File: config.mk
export PLATFORM = sky130hd
export DESIGN_NAME = data_mem_responder_flat
export DESIGN_NICKNAME = d
export VERILOG_FILES = /design/src/rtl/data_mem_responder_if.sv /design/src/rtl/data_mem_responder.sv /design/src/flat_wrapper.sv
export SDC_FILE = /design/constraint.sdc
export NUM_CORES = 2
export LEC_CHECK = 0
export ABC_AREA = 1
export BUFFER_PORTS_ARGS = -buffer_cell sky130_fd_sc_hd__buf_2
export CORE_MARGIN = 2
export CORE_UTILIZATION = 35
export CTS_BUF_LIST = sky130_fd_sc_hd__clkbuf_2
export DETAILED_ROUTE_END_ITERATION = 10
export GPL_TIMING_DRIVEN = 0
export HOLD_SLACK_MARGIN = 0.03
export PLACE_DENSITY = 0.56
export SLEW_MARGIN = 5
export SYNTH_ARGS = -nofsm -noshare
export SYNTH_HDL_FRONTEND = slang
export SYNTH_SLANG_ARGS = --single-unit
File: constraint.sdc
create_clock -name clk -period 4.8 [get_ports clk]
set_input_delay 0.96 -clock clk [delete_from_list [all_inputs] [get_ports clk]]
set_output_delay 0.96 -clock clk [all_outputs]
set_load 0.02 [all_outputs]
File: src/rtl/data_mem_responder_if.sv
// MEM-stage data-memory request/response bundle for data_mem_responder.
// err exists only when MEM_ERR_CHECK_EN is defined.
interface data_mem_responder_if #(
  parameter int unsigned WORD_LEN = 32
);
  logic                MEM_R_EN;
  logic                MEM_W_EN;
  logic [WORD_LEN-1:0] addr;
  logic [WORD_LEN-1:0] ST_value;
  logic [WORD_LEN-1:0] rd_data;
  logic                ready;
  logic                stall;
`ifdef MEM_ERR_CHECK_EN
  logic                err;
`endif

  modport master (
    output MEM_R_EN, MEM_W_EN, addr, ST_value,
    input  rd_data, ready, stall
`ifdef MEM_ERR_CHECK_EN
    , err
`endif
  );

  modport slave (
    input  MEM_R_EN, MEM_W_EN, addr, ST_value,
    output rd_data, ready, stall
`ifdef MEM_ERR_CHECK_EN
    , err
`endif
  );
endinterface

File: src/rtl/data_mem_responder.sv
// Multi-cycle data RAM responder with programmable wait states and pipeline stall.
// Optional address checking (err output, suppressed access) with MEM_ERR_CHECK_EN.
module data_mem_responder #(
  parameter int unsigned WORD_LEN    = 32,
  parameter int unsigned DEPTH       = 64,
  parameter int unsigned BASE_ADDR   = 1024,
  parameter int unsigned WAIT_CYCLES = 2
) (
  input  logic                clk,
  input  logic                rst,
  data_mem_responder_if.slave bus
);
  localparam int unsigned         IDX_W     = (DEPTH > 1) ? $clog2(DEPTH) : 1;
  localparam logic [WORD_LEN-1:0] BASE      = WORD_LEN'(BASE_ADDR);
  localparam logic [3:0]          WAIT_INIT = 4'(WAIT_CYCLES);

  typedef enum logic [1:0] {IDLE, BUSY, DONE} state_t;

  state_t              r_state, w_next;
  logic [3:0]          r_cnt;
  logic                r_is_st;
  logic [IDX_W-1:0]    r_idx;
  logic [WORD_LEN-1:0] r_st_val;
  logic [WORD_LEN-1:0] r_rd_data;
  logic [WORD_LEN-1:0] r_mem [DEPTH];

  logic                w_req;
  logic                w_fire;
  logic                w_ok;
  logic [WORD_LEN-1:0] w_off;
  logic [IDX_W-1:0]    w_idx;

  assign w_req  = bus.MEM_R_EN | bus.MEM_W_EN;
  assign w_off  = bus.addr - BASE;
  assign w_idx  = IDX_W'(w_off >> 2);
  assign w_fire = (r_state == BUSY) && (r_cnt == '0);

`ifdef MEM_ERR_CHECK_EN
  localparam logic [WORD_LEN-1:0] LIMIT = WORD_LEN'(BASE_ADDR + 4 * DEPTH);

  logic r_err_op;
  logic r_err;
  logic w_addr_bad;

  assign w_addr_bad = (bus.addr < BASE) || (bus.addr >= LIMIT) || (bus.addr[1:0] != 2'b00);
  assign w_ok       = ~r_err_op;
  assign bus.err    = r_err;

  // Flag is raised on the completing edge so it appears alongside ready.
  always_ff @(posedge clk) begin
    if (rst) begin
      r_err_op <= 1'b0;
      r_err    <= 1'b0;
    end else begin
      if (r_state == IDLE && w_req) r_err_op <= w_addr_bad;
      if (w_fire && r_err_op)       r_err    <= 1'b1;
    end
  end
`else
  assign w_ok = 1'b1;
`endif

  always_ff @(posedge clk) begin
    if (rst) begin
      r_state   <= IDLE;
      r_cnt     <= '0;
      r_is_st   <= 1'b0;
      r_idx     <= '0;
      r_st_val  <= '0;
      r_rd_data <= '0;
    end else begin
      r_state <= w_next;
      if (r_state == IDLE && w_req) begin
        r_is_st  <= bus.MEM_W_EN;
        r_idx    <= w_idx;
        r_st_val <= bus.ST_value;
        r_cnt    <= WAIT_INIT;
      end else if (r_state == BUSY && r_cnt != '0) begin
        r_cnt <= r_cnt - 4'd1;
      end
      if (w_fire && !r_is_st && w_ok) r_rd_data <= r_mem[r_idx];
    end
  end

  // RAM is not reset; a store pending when rst arrives is dropped.
  always_ff @(posedge clk) begin
    if (!rst && w_fire && r_is_st && w_ok) r_mem[r_idx] <= r_st_val;
  end

  always_comb begin
    w_next = r_state;
    case (r_state)
      IDLE:    if (w_req) w_next = BUSY;
      BUSY:    if (r_cnt == '0) w_next = DONE;
      DONE:    w_next = IDLE;
      default: w_next = IDLE;
    endcase
  end

  assign bus.stall   = w_req && (r_state != DONE);
  assign bus.ready   = (r_state == DONE);
  assign bus.rd_data = r_rd_data;
endmodule
File: src/flat_wrapper.sv
// flat-port wrapper written by rule: the top's interface ports become plain ports
module data_mem_responder_flat 
#(
  parameter int unsigned WORD_LEN    = 32,
  parameter int unsigned DEPTH       = 64,
  parameter int unsigned BASE_ADDR   = 1024,
  parameter int unsigned WAIT_CYCLES = 2
)
  (clk, rst, bus_MEM_R_EN, bus_MEM_W_EN, bus_addr, bus_ST_value, bus_rd_data, bus_ready, bus_stall);
  data_mem_responder_if #(.WORD_LEN(WORD_LEN)) bus_i ();
  input  logic clk;
  input  logic rst;
  input wire logic [$bits(bus_i.MEM_R_EN)-1:0] bus_MEM_R_EN;
  input wire logic [$bits(bus_i.MEM_W_EN)-1:0] bus_MEM_W_EN;
  input wire logic [$bits(bus_i.addr)-1:0] bus_addr;
  input wire logic [$bits(bus_i.ST_value)-1:0] bus_ST_value;
  output wire logic [$bits(bus_i.rd_data)-1:0] bus_rd_data;
  output wire logic [$bits(bus_i.ready)-1:0] bus_ready;
  output wire logic [$bits(bus_i.stall)-1:0] bus_stall;
  assign bus_i.MEM_R_EN = bus_MEM_R_EN;
  assign bus_i.MEM_W_EN = bus_MEM_W_EN;
  assign bus_i.addr = bus_addr;
  assign bus_i.ST_value = bus_ST_value;
  assign bus_rd_data = bus_i.rd_data;
  assign bus_ready = bus_i.ready;
  assign bus_stall = bus_i.stall;
  data_mem_responder #(.WORD_LEN(WORD_LEN), .DEPTH(DEPTH), .BASE_ADDR(BASE_ADDR), .WAIT_CYCLES(WAIT_CYCLES)) u_core (.clk(clk), .rst(rst), .bus(bus_i));
endmodule
---- Word level (Yosys, flattened, before mapping) ----
Memory sizes are Yosys's and may differ from the RTL's. A register that Yosys moved wholly into a read port is not among the register bits.
Index checks and enable logic that the tools add are counted.
Widths: inputs -> output; s select.
cells by class
  mux-type cells .......................... 7
  eq/ne operators ......................... 5
  bitwise gates (word level) .............. 1
  reduce and logical (&&, ||, !) cells .... 15
  add/subtract/negate cells ............... 2
operator list
  operator             number
  $mux 2               4
  $sub 8x1->8 const B  1
  $logic_and 1x1->1    7
  $logic_not 4->1      1
  $ne 2x2->1 const B   2
  $pmux 2 s2           1
  $reduce_bool 4->1    1
  $sub 4x1->4 const B  1
  $eq 2x1->1 const B   1
  $eq 2x2->1 const B   1
  $logic_not 1->1      2
  $logic_not 2->1      1
  $mux 1               2
  $ne 2x1->1 const B   1
  $reduce_and 2->1     1
  $reduce_bool 2->1    1
  $reduce_or 2->1      1
  $or 1x1->1           1
storage, ports and cells
  memories ................................ 1
  memory bits (writable) .................. 2,048
  logic and storage cells ................. 37
  register bits ........................... 45
  output and inout port bits .............. 34
memory list
  name          depth  width  rd ports  clocked after memory_dff  write ports  RTL line                  text
  u_core.r_mem  64     32     1         1                         1            data_mem_responder.sv:25  logic [WORD_LEN-1:0] r_mem [DEPTH];

---- Depth between registers and ports, before layout ----
  depth in word-level cells ............... 6
  depth in mapped cells ................... 11
  gate-level depth less buffers ........... 9

---- Worst setup path before layout ----
OpenSTA, ideal clock, no wires.
  path type ............................... input to register
  start point ............................. in rst
  end point ............................... mem u_core.r_mem[0][0], enable pin
  slack ................................... 1.416 ns
  arrival ................................. 2.963 ns
  setup time .............................. 0.421 ns
  stages .................................. 3
  cell sequence ........................... nor3_2 > nand3_1 > nor2_1
on the way
  word-level cells in the longest chain between the ends .. 5
RTL lines
  what                            RTL line                  text
  from (decl)                     flat_wrapper.sv:12        input logic rst;
  $logic_not 1->1                 data_mem_responder.sv:87  if (!rst && w_fire && r_is_st && w_ok) r_mem[r_idx] <= r_st_val;
  $logic_and 1x1->1 (2 in a row)  data_mem_responder.sv:87
  $mux 1                          data_mem_responder.sv:87
  $mux 1 (not written as such)    data_mem_responder.sv:87
  to (decl)                       data_mem_responder.sv:25
Every way passes these cells.

---- Worst setup path after layout ----
  start point ............................. reg u_core.r_idx[0]
  end point ............................... mem u_core.r_mem[62][15], enable pin
RTL lines
  what                    RTL line                  text
  from (decl)             data_mem_responder.sv:22  logic [IDX_W-1:0] r_idx;
  from (signal assigned)  data_mem_responder.sv:75  r_idx <= w_idx;
Straight into the memory's write port.

==> flow_summary_export.csv <==
group,metric,value,unit
run_status,outcome,"finished, violations left",
run_status,failed_checks,"capacitance limit, slew limit, setup timing",
setup_path,worst-endpoint-arrival,6.40,ns
placement,gp_routability_congestion,0.987,
sta,actual_slew_at_the_worst_max_slew_pin,1.57,ns
setup_path,worst_setup_path_start_kind,"flip-flop",
power_and_ir_drop,power.density_cell_area,386,nW/um2
global_routing,wire_length_of_the_first_global_routing_pass,436000,um
finish,finalNetCount,8903,
clock_tree,cts.reportedPaths.clkPinSlew,0.12,ns
power_and_ir_drop,p_leak,42.1,nW
clock_tree,buffer_depth_of_the_longest_clock_path,4,
placement,hpwl_after_detailed_placement,219000,um
yosys,per_instance_average_area_after_synthesis,11.0,um2
setup_path,data_required_time_of_the_critical_path,6.28,ns
power_and_ir_drop,total_power,0.0392,W
setup_path,cp_slowest_stage_delay,1.04,ns
setup_path,worst-path-max-fanout,22,
floorplan,core,251000,um2
floorplan,design.die.area,257000,um2
floorplan,floorplan.die.height,507,um
finish,mostFrequentLayoutCell,"sky130_fd_sc_hd__edfxtp_1",
sta,finalSetupTns,-4.67,ns
yosys,netlist-cell-type-count,26,
placement,preCtsSetupSlack,0.147,ns
sta,timing_max_transition_violations_final,4,
min_path,timing.hold.worst.class,"in -> reg",
global_routing,vias_in_the_first_global_route,59600,
yosys,synth_area_leaders,"sky130_fd_sc_hd__edfxtp_1 70%, sky130_fd_sc_hd__nand2_1 8.1%, sky130_fd_sc_hd__inv_1 5.3%",
setup_path,crit_path_top_delay_cell,"sky130_fd_sc_hd__nand3_1",
global_routing,grt_util_all_layers,0.241,
setup_path,setup.worst_path.end_class,"flip-flop",
floorplan,die_width,507,um
sta,hold_viol,0,
clock_tree,worst_skew_pair.late_latency,1.92,ns
clock_tree,clk_root_buffer_cell,"sky130_fd_sc_hd__clkbuf_2",
sta,finalCritPeriodShare,1.03,
placement,placed_area,95700,um2
setup_path,timing_worst_setup_path_type,"reg -> reg",
yosys,synth.net_count,8073,
sta,finalSetupViolations,109,
finish,top_library_cells_by_usage_in_the_layout_fill_and_taps_aside,"2048 x sky130_fd_sc_hd__edfxtp_1, 1906 x sky130_fd_sc_hd__nand2_1, 1238 x sky130_fd_sc_hd__inv_1, 811 x sky130_fd_sc_hd__clkbuf_2, 704 x sky130_fd_sc_hd__nand3_1",
finish,filler_cell_count,24100,
drt,detail_route.drc_violations,0,
clock_tree,ctsResizeCount,0,
setup_path,critPathBufInv,5,
power_and_ir_drop,ir_drop,0.271,mV
finish,synthToLayoutAreaGrowth,14.8,%
finish,final_layout_size_suffix_gt1_frac,0.184,
yosys,netlist.top_cell.by_area,"sky130_fd_sc_hd__edfxtp_1",
setup_path,cell_chain_of_the_critical_path,"inv_2 > buf_4 > buf_2 > clkbuf_1 > nand3_1 > nor2_4 > buf_12",
sta,setup_ws,-0.125,ns
yosys,yosys_warnings,0,
setup_path,r2r_slack,-0.12,ns
finish,final_cell_area_excluding_filler_cells,101000,um2
yosys,area_share_of_the_largest_cell_type_after_synthesis,0.696,
sta,period_minus_slack,4.92,ns
clock_tree,ctsHtreeMaxLevel,6,
floorplan,std_cell_rows,184,
sta,finClkSkew,0.179,ns
drt,route.vias.total,62700,
clock_tree,cts.sink_count,2125,
drt,detail_route.first_pass.iterations,5,
yosys,ys_ff_latch,2125,
global_routing,antenna_found_initial,31,
drt,first_iter_violations,8019,
placement,placement.io_buffers,75,
sta,maxSlewHeadroom,-0.0605,
run,maxCapViolCount,2,
floorplan,top_level_ports,102,
floorplan,initial_core_util,0.352,
yosys,postSynthCellCount,8004,
drt,detail_route.wl_per_cell,25.1,um
drt,totalWireLength,316000,um
drt,post_drt_via_cell_ratio,4.98,
drt,ant_nets,0,
clock_tree,cts-buffers-inserted,554,
sta,fmaxAchievable,203,MHz
yosys,yosysSeqAreaShare,0.713,
global_routing,grt_max_degree,66,
clock_tree,tritoncts,"built",
global_routing,grt_remaining_overflow,0,
yosys,mappedNetlistArea,88400,um2
sta,final.hold.worst_slack,0.229,ns
setup_path,cp_top_family,"simple AND/OR/NAND/NOR gates",
Yosys cell counts:
master / instances
sky130_fd_sc_hd__buf_2: 229
sky130_fd_sc_hd__ha_1: 1
sky130_fd_sc_hd__edfxtp_1: 2048
sky130_fd_sc_hd__buf_4: 17
sky130_fd_sc_hd__nand2_1: 1906
sky130_fd_sc_hd__nand2_2: 1
sky130_fd_sc_hd__nor3b_1: 1
sky130_fd_sc_hd__nor3_1: 10
sky130_fd_sc_hd__clkbuf_1: 112
sky130_fd_sc_hd__inv_1: 1238
sky130_fd_sc_hd__buf_1: 25
sky130_fd_sc_hd__buf_6: 1
sky130_fd_sc_hd__nor3_2: 1
sky130_fd_sc_hd__or2_2: 320
sky130_fd_sc_hd__nor2_1: 647
sky130_fd_sc_hd__inv_2: 3
sky130_fd_sc_hd__clkinv_1: 1
sky130_fd_sc_hd__dfxtp_1: 77
sky130_fd_sc_hd__a311oi_1: 1
sky130_fd_sc_hd__a21oi_1: 40
sky130_fd_sc_hd__o21ai_1: 84
sky130_fd_sc_hd__o21ai_0: 392
sky130_fd_sc_hd__o211ai_1: 141
sky130_fd_sc_hd__nand3_1: 704
sky130_fd_sc_hd__nor2_2: 2
sky130_fd_sc_hd__nor2_4: 2
worst register-to-register path, delay by kind of cell, from the launching register on:
kind,cells,cell delay (ns)
and+or+nand+nor,2,2.07
buffers and inverters,5,2.04
DFF,1,0.35
where the power goes:
part	total [W]	internal (W)	leakage (nW)	switching, W
Sequential	0.0215	0.0208	19.4	0.000635
Clock	0.0124	0.00482	3.69	0.00755
Combinational	0.00533	0.00129	19.0	0.00404
registers in the layout (all words and copies together), names as in the netlist:
register,cells
u_core.r_idx,6
u_core.r_cnt,4
u_core.bus.rd_data,32
u_core.r_state,2
u_core.r_mem,2048
u_core.r_st_val,32
u_core.r_is_st,1
layout make-up:
type	count	area, um2	area share
multi-input cells	4253	19400	0.191
diodes	18	45.0	0.000444
clock buffers	810	4050	0.0400
inverters	1242	4660	0.0460
repair buffers	274	3520	0.0347
clock inverters	115	636	0.00627
plain buffers	384	1800	0.0177
flip-flops and latches	2125	63200	0.623
well taps	3348	4190	0.0413
repair_timing:
item | 4_1_cts | 5_1_grt
hold buffers | 102 | 0
hold endpoints to repair | 54 | 0
buffers inserted | 0 | 0
path summary, 6_finish.rpt:
| kind | startpoint | to | cells after the start |
|---|---|---|---|
| max | u_core.r_idx[0] | u_core.r_mem[62][15] | 7 |
| min | bus_MEM_R_EN | u_core.r_st_val[8] | 6 |
| max reg2reg | u_core.r_idx[0] | u_core.r_mem[62][15] | 7 |
| min reg2reg | u_core.r_st_val[16] | u_core.r_mem[7][16] | 0 |
kinds of logic (layout without fill, tap and decap cells):
family                   after synthesis  count (layout)  share of synthesized area
adder cells (fa/ha/maj)                1               1                   0.000142
other                                  0              18                          0
AO/OA/AOI/OAI                        658             658                     0.0413
buffers and inverters               1626            2825                     0.0731
flip-flops                          2125            2125                      0.713
AND/OR/NAND/NOR                     3594            3594                      0.172
metrics by stage:
step	utilization	cells
after global placement	0.370	11400
after global routing	0.404	12600
after detailed placement	0.381	11500
after floorplan	-	8004
final	0.404	12600
after CTS	0.404	12600
metal layers:
layer  track usage  share of wire  up-vias
li1              -              -    28300
met1         0.307           0.38    30300
met2         0.378           0.45     3444
met3        0.0529          0.099      644
met4         0.141          0.063        2
met5             0       0.000054        -
Note: power is estimated with default switching activity, not from simulation.
